==> config.mk <==
export PLATFORM = sky130hd
export DESIGN_NAME = line_fifo_pdp
export DESIGN_NICKNAME = d
export VERILOG_FILES = /design/src/rtl/fifo_pkg.sv /design/src/rtl/ram_pdp_param.sv /design/src/rtl/line_fifo_pdp.sv
export SDC_FILE = /design/constraint.sdc
export NUM_CORES = 2
export LEC_CHECK = 0
export CAP_MARGIN = 0
export CELL_PAD_IN_SITES_DETAIL_PLACEMENT = 2
export CELL_PAD_IN_SITES_GLOBAL_PLACEMENT = 2
export CORE_MARGIN = 2
export CORE_UTILIZATION = 33
export DETAILED_ROUTE_END_ITERATION = 12
export GPL_TIMING_DRIVEN = 1
export PLACE_DENSITY = 0.54
export SLEW_MARGIN = 25
export SYNTH_ARGS = -nofsm -noshare
export SYNTH_HDL_FRONTEND = slang
export SYNTH_SLANG_ARGS = --single-unit
==> constraint.sdc <==
create_clock -name clk -period 6.5 [get_ports clk]
set_clock_uncertainty 0.2 [all_clocks]
set_input_delay 0.65 -clock clk [delete_from_list [all_inputs] [get_ports clk]]
set_output_delay 0.65 -clock clk [all_outputs]
set_load 0.02 [all_outputs]
==> src/rtl/fifo_pkg.sv <==
// Shared sizing for the line FIFO: default word/address widths and the level-width rule.
package fifo_pkg;

  localparam int DEF_DATA_WIDTH = 16;
  localparam int DEF_ADDR_WIDTH = 8;

  // level must represent 0..DEPTH inclusive, hence one bit more than the pointers
  function automatic int level_width(input int addr_width);
    return addr_width + 1;
  endfunction

endpackage

==> src/rtl/ram_pdp_param.sv <==
// Single-clock pseudo-dual-port RAM: one write port, one read port with a registered,
// hold-on-no-read output. The storage array itself is never reset.
module ram_pdp_param #(
  parameter int DATA_WIDTH = 16,
  parameter int ADDR_WIDTH = 8
) (
  input  logic                  clk,
  input  logic                  rst,
  input  logic                  we,
  input  logic [ADDR_WIDTH-1:0] waddr,
  input  logic [DATA_WIDTH-1:0] wdata,
  input  logic                  re,
  input  logic [ADDR_WIDTH-1:0] raddr,
  output logic [DATA_WIDTH-1:0] rdata
);

  logic [DATA_WIDTH-1:0] mem [0:(1 << ADDR_WIDTH)-1];
  logic [DATA_WIDTH-1:0] rdata_d;
  logic [DATA_WIDTH-1:0] rdata_q;

  always_ff @(posedge clk) begin
    if (we) begin
      mem[waddr] <= wdata;
    end
  end

  always_comb begin
    rdata_d = rdata_q;
    if (re) begin
      rdata_d = mem[raddr];
    end
  end

  // Only the output register resets; it doubles as the FIFO's rd_data register.
  always_ff @(posedge clk or posedge rst) begin
    if (rst) begin
      rdata_q <= '0;
    end else begin
      rdata_q <= rdata_d;
    end
  end

  assign rdata = rdata_q;

endmodule

==> src/rtl/line_fifo_pdp.sv <==
// First-word-fall-through line FIFO built on a registered-output PDP RAM.
// The RAM output register is rd_data; level counts RAM words plus the presented word.
module line_fifo_pdp
  import fifo_pkg::*;
#(
  parameter int DATA_WIDTH   = DEF_DATA_WIDTH,
  parameter int ADDR_WIDTH   = DEF_ADDR_WIDTH,
  parameter int AFULL_THRESH = (1 << ADDR_WIDTH) - 4
) (
  input  logic                                clk,
  input  logic                                rst,
  input  logic                                flush,
  input  logic                                wr_valid,
  output logic                                wr_ready,
  input  logic [DATA_WIDTH-1:0]               wr_data,
  output logic                                rd_valid,
  input  logic                                rd_ready,
  output logic [DATA_WIDTH-1:0]               rd_data,
  output logic [level_width(ADDR_WIDTH)-1:0]  level,
  output logic                                almost_full,
  output logic                                empty,
  output logic                                ovf_err,
  output logic                                udf_err
);

  localparam int            LW      = level_width(ADDR_WIDTH);
  localparam logic [LW-1:0] DEPTH_L = LW'(1 << ADDR_WIDTH);
  localparam logic [LW-1:0] AFULL_L = LW'(AFULL_THRESH);

  logic [ADDR_WIDTH-1:0] wr_ptr_q, wr_ptr_d;
  logic [ADDR_WIDTH-1:0] rd_ptr_q, rd_ptr_d;
  logic [LW-1:0]         level_q, level_d;
  logic                  rd_valid_q, rd_valid_d;
  logic                  ovf_q, ovf_d;
  logic                  udf_q, udf_d;

  logic          full;
  logic          wr_acc;
  logic          consume;
  logic          ram_re;
  logic [LW-1:0] ram_cnt;

  // Handshakes: a word transfers on a rising edge only when the side's valid and
  // ready are both high; valid never waits on ready, and rd_data is stable while
  // rd_valid is high and rd_ready is low.
  assign full    = (level_q == DEPTH_L);
  assign ram_cnt = level_q - LW'(rd_valid_q);
  assign wr_acc  = wr_valid && !full && !flush;
  assign consume = rd_valid_q && rd_ready;
  // Refill the output register whenever it is empty or being drained this edge.
  assign ram_re  = (ram_cnt != '0) && (!rd_valid_q || rd_ready) && !flush;

  always_comb begin
    wr_ptr_d   = wr_ptr_q + ADDR_WIDTH'(wr_acc);
    rd_ptr_d   = rd_ptr_q + ADDR_WIDTH'(ram_re);
    level_d    = level_q + LW'(wr_acc) - LW'(consume);
    rd_valid_d = rd_valid_q;
    if (ram_re) begin
      rd_valid_d = 1'b1;
    end else if (consume) begin
      rd_valid_d = 1'b0;
    end
    ovf_d = ovf_q | (wr_valid && full);
    udf_d = udf_q | (rd_ready && !rd_valid_q);
    if (flush) begin
      wr_ptr_d   = '0;
      rd_ptr_d   = '0;
      level_d    = '0;
      rd_valid_d = 1'b0;
    end
  end

  always_ff @(posedge clk or posedge rst) begin
    if (rst) begin
      wr_ptr_q   <= '0;
      rd_ptr_q   <= '0;
      level_q    <= '0;
      rd_valid_q <= 1'b0;
      ovf_q      <= 1'b0;
      udf_q      <= 1'b0;
    end else begin
      wr_ptr_q   <= wr_ptr_d;
      rd_ptr_q   <= rd_ptr_d;
      level_q    <= level_d;
      rd_valid_q <= rd_valid_d;
      ovf_q      <= ovf_d;
      udf_q      <= udf_d;
    end
  end

  ram_pdp_param #(
    .DATA_WIDTH (DATA_WIDTH),
    .ADDR_WIDTH (ADDR_WIDTH)
  ) u_ram (
    .clk   (clk),
    .rst   (rst),
    .we    (wr_acc),
    .waddr (wr_ptr_q),
    .wdata (wr_data),
    .re    (ram_re),
    .raddr (rd_ptr_q),
    .rdata (rd_data)
  );

  assign wr_ready    = !full;
  assign rd_valid    = rd_valid_q;
  assign level       = level_q;
  assign almost_full = (level_q >= AFULL_L);
  assign empty       = (level_q == '0);
  assign ovf_err     = ovf_q;
  assign udf_err     = udf_q;

endmodule
==> results.md <==
- Std cell rows: 255
- Syn_nets: 7499
- Number of setup buffers added after CTS: 0
- I/O Pins: 52
- Worst-path fanout max: 40
- Portion of the clock cycle consumed by the worst path in the final layout: 89.9%
- Core ar.: 483000 um2
- Power spent charging and discharging nets: 14200 uW
- Max stage delay on crit path: 1.15 ns
- Portion of the post-synthesis area used by sequential elements: 77.5%
- Most instantiated flip-flop cell in the synthesis netlist: edfxtp_1
- Number of antenna violations at the first check in global routing: 49
- Register clock-pin slew on the reported worst setup and hold paths: 0.06 ns
- RSZ-0062 raised after global routing: false
- IR Drop Worst-Case VDD: 233 uV
- Routed vias/inst: 5.63
- Number of cell instances on the worst register-to-register path: 8
- Power Dens Cells: 322 nW/um2
- Synth async-reset ratio: 1.06%
- Setup Crit Path Kind: reg2reg
- Tightest slew margin relative to the limit: 18.6%
- CTS tree: done
- Final Util: 38.7%
- Run status: finished, final reports clean
- Final Hold Violating Endpoints: 0
- Cell type with the highest aggregate area in the netlist: edfxtp_1
- Via count: 83800
- All-layer global routing usage: 23.0%
- Synthesized area divided by synthesized cell count: 21.5 um2
- Insertion delay to the later sink of the worst-skew pair: 1.04 ns
- Launch point of the worst reg-to-reg path: rd_ptr_q[0]
- Area delta synth->final: 16.6%
- H-tree levels: 5
- HP Start: udf_err
- Worst setup EP type: flop
- Width of the die: 700 um
- Destination of the worst register-to-register timing path: u_ram.rdata[6]
- Final Critical Period: 5.84 ns
- Combinational cell fraction of total power: 8.6%
- Reg-to-reg slack, setup: 0.66 ns
- Gp weighted congestion: 0.823
- Number of different library cells in the post-synthesis netlist: 73
- Area share of the leading cell type in the synthesized netlist: 76.9%
- Number of remaining DRC errors: 0
- Total clock buffers created by CTS: 446
- Hold bufs inserted after CTS: 17
- Min-Delay Path Depth: 1
- Worst slew pin tran: 1.22 ns
- Lkg Pwr: 0.0568 uW
- Initial DRC Count: 10300
- Design internal power: 45900 uW
- GRT overflow: 0
- DP Wirelength: 347 mm
- Reg power frac: 49.3%
- Starting utilization of the core area: 33.2%
- Die extent in y: 700 um
- Max Cap Violations: 0
- Global-route wire length before repair: 778 mm
- Routed WL: 573 mm
- Number of synthesized flops with an enable pin: 4096
- Maximum number of pins on one net before global-route repair: 161
- Total negative setup slack: 0 ns
- Synthesis-stage register bit count: 4140
- Total chip power: 60100 uW
- Post-Synthesis Cell Area: 160000 um2
- Leading cell types by total area after synthesis: edfxtp_1, mux4_2, mux2i_1
- Total count of max-transition violations in the final report: 0
- Fraction of layout instances using a drive strength above 1: 28.3%
- Switching share of power: 23.7%
- Post_cts resized: 0
- Total number of yosys warnings: 0
- Buffer levels on the longest clock path: 4
- Post-DR wirelength/cell: 38.6 um
- Number of nets at the end of the flow: 8093
- PortBufs: 51
- Hold EP: udf_err
- Max Freq: 0.171 GHz
- DRT Pass-1 Iters: 5
- Worst hold-check path type: reg2reg
- Clk network pwr share: 42.1%
- Synthesized instance count: 7449
- Via count of the first global-routing pass: 87000
- DIE AREA: 491000 um2
- Sequence of cells on the critical path: buf_12, buf_4, mux4_2, a22oi_1, o21ai_0, a32oi_1, nand4b_1, o32a_1
- Total of endpoints with negative setup slack in the final report: 0
- Startpoint kind of the worst setup timing path: flop
- Number of nets still failing antenna checks after routing: 0
- Required time at the worst-slack endpoint: 7.20 ns
- Root buffer cell: clkbuf_16
- Critical path's slowest cell: dfrtp_4
- Sink count of the clock tree: 4140
- Data arrival time at the worst-slack endpoint: 6.54 ns
[sequential cells by signal (all words and copies together), names as in the netlist]
name	flops
rd_valid	1
level	9
wr_ptr_q	8
ovf_err	1
u_ram.rdata	16
udf_err	1
rd_ptr_q	8
u_ram.mem	4096
[layout make-up]
class / instances / area [um2]
Antenna cell: 24 / 60.1
Clock buffer: 565 / 11800
Clock inverter: 259 / 2490
Fill cell: 45200 / 296000
Inverter: 26 / 118
Multi-Input combinational cell: 2849 / 34600
Sequential cell: 4140 / 124000
Tap cell: 6425 / 8040
Timing Repair Buffer: 580 / 5480
[cell usage after synthesis (8+ instances only)]
library cell / count
edfxtp_1: 4096
mux4_2: 912
mux2i_1: 402
nor2_1: 354
nand2_1: 190
clkbuf_1: 165
a21oi_1: 145
o221ai_1: 116
buf_2: 114
o22ai_1: 110
buf_4: 76
a22oi_1: 75
nor3_1: 54
buf_1: 49
o21ai_0: 48
a211oi_1: 47
nand3_1: 46
dfrtp_1: 44
a31oi_1: 30
buf_6: 29
ha_1: 28
nor2b_1: 26
inv_1: 24
mux2_2: 20
nand4_1: 19
and2_1: 18
nor4_1: 18
xnor2_1: 14
and3_1: 12
o211ai_1: 10
o32a_1: 10
a221oi_1: 9
nand2b_1: 8
[how the worst max path moves through the flow]
stage / cells after the start / slack [ns] / start / end
finish: 8 / 0.66 / rd_ptr_q[0] / u_ram.rdata[6]
CTS: 7 / 0.77 / rd_ptr_q[0] / u_ram.rdata[6]
floorplan: 17 / 2.84 / level[5] / level[8]
global route: 7 / 0.65 / rd_ptr_q[0] / u_ram.rdata[6]
detailed placement: 7 / 0.80 / rd_ptr_q[0] / u_ram.rdata[6]
global placement: 8 / 0.18 / rd_ptr_q[0] / u_ram.rdata[3]
[through the flow]
step	worst slack [ns]	std cells	hold WS (ns)	area, um2
finish	0.657	14900	0.261	187000
floorplan	2.84	7449	0.353	160000
CTS	0.771	14800	0.0147	186000
global route	0.647	14800	0.295	187000
global placement	0.181	14000	0.239	172000
detailed placement	0.796	14000	0.255	172000
[critical path, delay by kind of cell, from the launching register on]
family                 cells  cell delay [ns]
AO/OA/AOI/OAI              4             2.17
AND/OR/NAND/NOR            1             0.79
flip-flops                 1             1.15
multiplexers               1             0.53
buffers and inverters      2             0.78
[placed cells by master (no fill, tap or decap), types with 20 or more instances in the layout]
master / Yosys / routed
o221ai_1: 116 / 116
inv_1: 24 / 22
nand2_1: 190 / 170
a31oi_1: 30 / 28
clkbuf_1: 165 / 105
clkinv_1: 2 / 102
diode_2: 0 / 24
o22ai_1: 110 / 109
mux2_2: 20 / 20
edfxtp_1: 4096 / 4096
mux2i_1: 402 / 402
a211oi_1: 47 / 38
a21oi_1: 145 / 142
bufinv_16: 0 / 37
clkdlybuf4s50_1: 0 / 35
nor2_1: 354 / 138
buf_4: 76 / 442
mux4_2: 912 / 912
clkinv_2: 0 / 82
ha_1: 28 / 28
clkbuf_16: 0 / 449
dfrtp_1: 44 / 38
nor2_4: 0 / 23
o21ai_0: 48 / 44
nor3_1: 54 / 44
nor2_2: 0 / 193
buf_12: 0 / 58
a22oi_1: 75 / 75
nand3_1: 46 / 40
[cell families after synthesis]
logic type	Yosys count	synth area share (%)
DFF	4140	77.5
muxes	1334	15.5
and+or+nand+nor	775	2.12
AOI/OAI and AO/OA	690	3.00
buffers and inverters	460	1.49
adders and majority gates	29	0.231
xor gates and xnor gates	21	0.115
[layer usage]
layer,track usage (%),up-vias,wire length [um]
li1,-,32600,-
met1,32.4,47300,248000
met2,37.3,3080,273000
met3,3.26,722,34600
met4,6.45,12,17500
met5,0,-,75
[power by group through the flow]
| stage | Clock (uW) | Sequential, uW | Combinational, uW |
|---|---|---|---|
| 2_1_floorplan | 0 | 30100 | 3160 |
| 3_3_place_gp | 0 | 30200 | 5160 |
| 3_5_place_dp | 0 | 30200 | 5250 |
| 4_1_cts | 25800 | 29600 | 5280 |
| 5_1_grt | 26700 | 29600 | 5490 |
| 6_report | 25300 | 29600 | 5180 |
(Power assumes the default switching activity.)
